## src/rtl/config_bitbang_rx.sv

```systemverilog
// Bit-bang config receiver: data shifts on host s_clk rises, control on falls; control words open/close a session and emit words.
// Latency: s_clk edge to shift is 3 CLK, decode acts 1 CLK later; no backpressure, strobe is a one-cycle pulse.
module config_bitbang_rx #(
  parameter int              DATA_W      = 32,
  parameter int              CTRL_W      = 16,
  parameter logic [CTRL_W-1:0] WORD_STROBE = 16'hFAB0,
  parameter logic [CTRL_W-1:0] WORD_ENTER  = 16'hFAB1,
  parameter logic [CTRL_W-1:0] WORD_EXIT   = 16'hFAB2,
  parameter int              TIMEOUT_W   = 20
) (
  input  logic              CLK,
  input  logic              reset,
  input  logic              s_clk,
  input  logic              s_data,
  output logic [DATA_W-1:0] data,
  output logic              strobe,
  output logic              active,
  output logic              timed_out
);

  logic                 sc1_q, sc2_q, sc3_q, sd1_q, sd2_q;
  logic [DATA_W-1:0]    data_sr_q, data_sr_d;
  logic [CTRL_W-1:0]    ctrl_sr_q, ctrl_sr_d;
  logic [DATA_W-1:0]    data_q, data_d;
  logic                 strobe_q, strobe_d;
  logic                 active_q, active_d;
  logic                 timed_out_q, timed_out_d;
  logic [TIMEOUT_W-1:0] idle_q, idle_d, idle_inc;
  logic                 rise, fall, hit_strobe, hit_enter, hit_exit;

  always_comb begin
    rise        = sc2_q & ~sc3_q;
    fall        = ~sc2_q & sc3_q;
    hit_strobe  = (ctrl_sr_q == WORD_STROBE);
    hit_enter   = (ctrl_sr_q == WORD_ENTER);
    hit_exit    = (ctrl_sr_q == WORD_EXIT);
    idle_inc    = idle_q + {{(TIMEOUT_W-1){1'b0}}, 1'b1};

    data_sr_d   = rise ? {data_sr_q[DATA_W-2:0], sd2_q} : data_sr_q;
    data_d      = data_q;
    strobe_d    = 1'b0;
    active_d    = active_q;
    timed_out_d = 1'b0;
    idle_d      = idle_q;

    // A decoded word clears the control register; a fall in the same cycle is dropped.
    if (hit_strobe || hit_enter || hit_exit)
      ctrl_sr_d = '0;
    else if (fall)
      ctrl_sr_d = {ctrl_sr_q[CTRL_W-2:0], sd2_q};
    else
      ctrl_sr_d = ctrl_sr_q;

    if (hit_enter)
      active_d = 1'b1;
    if (hit_exit)
      active_d = 1'b0;
    if (hit_strobe && active_q) begin
      strobe_d = 1'b1;
      data_d   = data_sr_q;
    end

    // Idle timeout overrides any session decode in the same cycle.
    if (!active_q || rise || fall) begin
      idle_d = '0;
    end else if (&idle_inc) begin
      idle_d      = '0;
      active_d    = 1'b0;
      timed_out_d = 1'b1;
    end else begin
      idle_d = idle_inc;
    end
  end

  always_ff @(posedge CLK) begin
    if (reset) begin
      sc1_q       <= 1'b0;
      sc2_q       <= 1'b0;
      sc3_q       <= 1'b0;
      sd1_q       <= 1'b0;
      sd2_q       <= 1'b0;
      data_sr_q   <= '0;
      ctrl_sr_q   <= '0;
      data_q      <= '0;
      strobe_q    <= 1'b0;
      active_q    <= 1'b0;
      timed_out_q <= 1'b0;
      idle_q      <= '0;
    end else begin
      sc1_q       <= s_clk;
      sc2_q       <= sc1_q;
      sc3_q       <= sc2_q;
      sd1_q       <= s_data;
      sd2_q       <= sd1_q;
      data_sr_q   <= data_sr_d;
      ctrl_sr_q   <= ctrl_sr_d;
      data_q      <= data_d;
      strobe_q    <= strobe_d;
      active_q    <= active_d;
      timed_out_q <= timed_out_d;
      idle_q      <= idle_d;
    end
  end

  assign data      = data_q;
  assign strobe    = strobe_q;
  assign active    = active_q;
  assign timed_out = timed_out_q;

endmodule
```

## config.mk

```make
export PLATFORM = sky130hd
export DESIGN_NAME = config_bitbang_rx
export DESIGN_NICKNAME = d
export VERILOG_FILES = /design/src/rtl/config_bitbang_rx.sv
export SDC_FILE = /design/constraint.sdc
export NUM_CORES = 1
export LEC_CHECK = 0
export BUFFER_PORTS_ARGS = -buffer_cell sky130_fd_sc_hd__clkbuf_2
export CAP_MARGIN = 40
export CORE_UTILIZATION = 61
export CTS_CLUSTER_DIAMETER = 30
export DETAILED_ROUTE_END_ITERATION = 10
export PLACE_DENSITY_LB_ADDON = 0.3
export REMOVE_ABC_BUFFERS = 1
export SLEW_MARGIN = 15
export SYNTH_ARGS = -nofsm -noshare
export SYNTH_HDL_FRONTEND = slang
export SYNTH_SLANG_ARGS = --single-unit
export TNS_END_PERCENT = 10
```

## constraint.sdc

```tcl
create_clock -name CLK -period 3.4 [get_ports CLK]
set_input_delay 0.51 -clock CLK [delete_from_list [all_inputs] [get_ports CLK]]
set_output_delay 0.51 -clock CLK [all_outputs]
set_load 0.005 [all_outputs]
```

==> Implementation_results.wiki <==
{| class="wikitable"
! Metric !! Value
|-
| Time the final worst path needs with I/O delays and setup || 2.42 ns
|-
| Top library cells by usage in the layout, fill and taps aside || sky130_fd_sc_hd__nand2_1 (173), sky130_fd_sc_hd__dfxtp_1 (108), sky130_fd_sc_hd__a21oi_1 (82)
|-
| Cell total after placement || 609
|-
| Number of hold buffers added after CTS || 0
|-
| Antenna-violating nets left || 0
|-
| Crit path launch type || flip-flop
|-
| Final-layout setup total negative slack || 0 ns
|-
| Number of cells produced by synthesis || 519
|-
| Count of pins on the block boundary || 39
|-
| Die Footprint || 7140 um2
|-
| Placed wire-length estimate after detailed placement || 4.95 mm
|-
| Least-Margin Pin Slew || 0.651 ns
|-
| Worst skew pair latency || 0.36 ns
|-
| Critical register-to-register path startpoint || idle_q[8]$_SDFF_PP0_
|-
| DRT iter0 DRCs || 186
|-
| CTS tree || done
|-
| Total count of hold-check failures in the final report || 0
|-
| Top cells by area in the synthesized netlist || sky130_fd_sc_hd__dfxtp_1 (52%), sky130_fd_sc_hd__nand2_1 (16%), sky130_fd_sc_hd__a21oi_1 (9.9%)
|-
| Total power density per cell area || 471 nW/um2
|-
| Final Net Count || 549
|-
| Area share of the leading cell type in the synthesized netlist || 52.1%
|-
| Number of rows created at floorplan || 29
|-
| Final WL || 7.63 mm
|-
| Total overflow reported by the global router || 0
|-
| Post-CTS setup buffers || 0
|-
| Post-synthesis instance area || 4150 um2
|-
| Setup slack on the worst flop-to-flop path || 0.98 ns
|-
| Maximum achievable frequency || 413 MHz
|-
| Count of yosys warnings during synthesis || 0
|-
| Maximum count of clock buffers along a single path || 2
|-
| Main synth FF type || sky130_fd_sc_hd__dfxtp_1
|-
| Synth unique cells || 40
|-
| Layout overhead on the synthesized area || 10.4%
|-
| CTS H-tree lvls || 3
|-
| CP Data Arrival Time || 2.67 ns
|-
| Root cell of the clock tree || sky130_fd_sc_hd__clkbuf_8
|-
| Global-route wire length before repair || 13.3 mm
|-
| Number of synthesized flops with an enable pin || 0
|-
| Outcome || finished with violations
|-
| Die width || 84.5 um
|-
| Clock skew || 0.0111 ns
|-
| Routed vias || 3431
|-
| First-pass iteration count of the detailed router || 7
|-
| DRC violations left || 9
|-
| Clock transition at the registers of the reported paths || 0.10 ns
|-
| Share of cells above drive strength 1 || 11.9%
|-
| # resized after CTS || 0
|-
| Avg Synthesized Cell Area || 7.99 um2
|-
| Unrepaired setup endpoints after global routing || no
|-
| Violations in the final reports || design-rule violations
|-
| Headroom to the max-slew limit || 56.4%
|-
| Global placement routability congestion || 0.914
|-
| Die Span Y || 84.5 um
|-
| Register-to-Register Path Depth || 7
|-
| ANT cells || 0
|-
| Required time of the worst setup path || 3.65 ns
|-
| Sequential-to-total area share from yosys stat || 52.1%
|-
| Class of the tightest hold or removal check || primary input to flip-flop
|-
| Post-route non-filler standard cell count || 625
|-
| Initial antenna violation count || 0
|-
| Synthesis-stage register bit count || 108
|-
| Port Buf Inserts || 38
|-
| Dominant cell type by area after synthesis || sky130_fd_sc_hd__dfxtp_1
|-
| Leak || 1.51 nW
|-
| Maximum number of pins on one net before global-route repair || 68
|-
| Critical R2R Capture || idle_q[3]$_SDFF_PP0_
|-
| CP Max Fanout || 20
|-
| Capturing instance or port of the critical path || idle_q[3]$_SDFF_PP0_
|-
| CP Launch Point || idle_q[8]$_SDFF_PP0_
|-
| Final Slew Violations || 0
|-
| Maximum vdd drop || 0.299 mV
|-
| Type of destination of the critical path || flip-flop
|-
| Via count of the first global-routing pass || 3175
|-
| Critical Setup Path Class || flip-flop to flip-flop
|-
| Number of sinks driven by the clock tree || 108
|-
| Post-DR vias/cell || 5.49
|-
| Proportion of synthesized flip-flops having asynchronous set or reset || 0%
|-
| CORE AREA || 6460 um2
|-
| Total of max-cap violations || 0
|-
| Inserted Clock Buffers || 9
|-
| Gr usage total || 22.7%
|-
| Wire per inst || 12.2 um
|-
| Initial standard-cell utilization of the core || 64.2%
|-
| Setup-failing EPs final || 0
|-
| Part of the cycle the worst path needs || 71.2%
|-
| Leading cell type in the layout, fill and taps excluded || sky130_fd_sc_hd__nand2_1
|}
## stage by stage
stage | setup slack [ns] | hold WS (ns) | total power, W | util [%] | area (um2)
after floorplan | 0.788 | 0.414 | 0.00131 | - | 4010
after global placement | 1.04 | 0.421 | 0.00133 | 67.1 | 4330
after detailed placement | 1.03 | 0.426 | 0.00133 | 67.5 | 4360
after CTS | 0.995 | 0.384 | 0.00217 | 70.9 | 4580
after global routing | 0.706 | 0.363 | 0.00223 | 70.9 | 4580
final | 0.980 | 0.379 | 0.00216 | 70.9 | 4580
## flip-flops by register name, summed over array words and instances (netlist names)
| register | count |
|---|---|
| sd2_q | 1 |
| data | 32 |
| sc3_q | 1 |
| sc2_q | 1 |
| ctrl_sr_q | 16 |
| active | 1 |
| strobe | 1 |
| idle_q | 20 |
| sc1_q | 1 |
| data_sr_q | 32 |
| sd1_q | 1 |
| timed_out | 1 |
## power breakdown
part | switching, W | leakage (nW) | internal [W] | total (W)
clock | 0.000429 | 0.109 | 0.000423 | 0.000852
sequential | 0.00000160 | 0.870 | 0.00127 | 0.00127
combinational | 0.0000279 | 0.531 | 0.00000707 | 0.0000350
## routing by layer
| layer | up-vias | GRT usage (%) | part of all wire (%) | wire length (um) |
|---|---|---|---|---|
| li1 | 1763 | - | - | - |
| met1 | 1565 | 27.3 | 46 | 3510 |
| met2 | 89 | 40.2 | 48 | 3650 |
| met3 | 14 | 5.31 | 4.4 | 333 |
| met4 | 0 | 7.55 | 1.7 | 128 |
| met5 | - | 0 | 0 | 0 |
## synthesized netlist by cell type (all sizes together) (2+ instances only)
| master | number |
|---|---|
| nand2 | 173 |
| dfxtp | 108 |
| a21oi | 82 |
| nor2 | 31 |
| clkbuf | 25 |
| xnor2 | 13 |
| nor2b | 10 |
| nand3 | 9 |
| buf | 7 |
| nand4 | 6 |
| nor4 | 6 |
| xor2 | 5 |
| inv | 4 |
| nand2b | 4 |
| nand4b | 4 |
| nor3 | 3 |
| o22ai | 3 |
| a21o | 2 |
| a31oi | 2 |
| and4b | 2 |
| ha | 2 |
| o21ai | 2 |
| o21bai | 2 |
| or2 | 2 |
## cell type report
class                      count  area [um2]
multi-input combinational    375        1830
tap                           77        96.3
inverter                       4        15.0
clock buffer                  10         128
fill                         527        1880
clock inverter                 6        96.3
sequential                   108        2160
timing repair buffer          45         250
## worst max-delay path: stages (launching register included)
cell                       delay [ns]
sky130_fd_sc_hd__dfxtp_1         0.50
sky130_fd_sc_hd__nand3_2         0.19
sky130_fd_sc_hd__or4_1           0.61
sky130_fd_sc_hd__o21bai_1        0.19
sky130_fd_sc_hd__a221o_1         0.36
sky130_fd_sc_hd__o21ai_1         0.14
sky130_fd_sc_hd__buf_4           0.25
sky130_fd_sc_hd__nor2_1          0.08
## worst min-delay path by stage
stage                           startpoint               end  slack, ns  depth (start not counted)
final                                s_clk  sc1_q$_SDFF_PP0_       0.38                          2
after global routing                 s_clk  sc1_q$_SDFF_PP0_       0.36                          2
after CTS                            s_clk  sc1_q$_SDFF_PP0_       0.38                          2
after detailed placement  sc1_q$_SDFF_PP0_  sc2_q$_SDFF_PP0_       0.43                          1
after global placement    sd1_q$_SDFF_PP0_  sd2_q$_SDFF_PP0_       0.42                          1
after floorplan           sc1_q$_SDFF_PP0_  sc2_q$_SDFF_PP0_       0.41                          1
## cell families (layout without fill, tap and decap cells)
kind of cell    Yosys count  in the layout  synth area share (%)
flops                   108            108                  52.1
xor+xnor                 18             18                  3.80
buf+inv                  36             65                  3.77
fa+ha+maj                 2              2                 0.603
compound gates           97             97                  12.5
simple gates            258            258                  27.3
(Power assumes the default switching activity.)
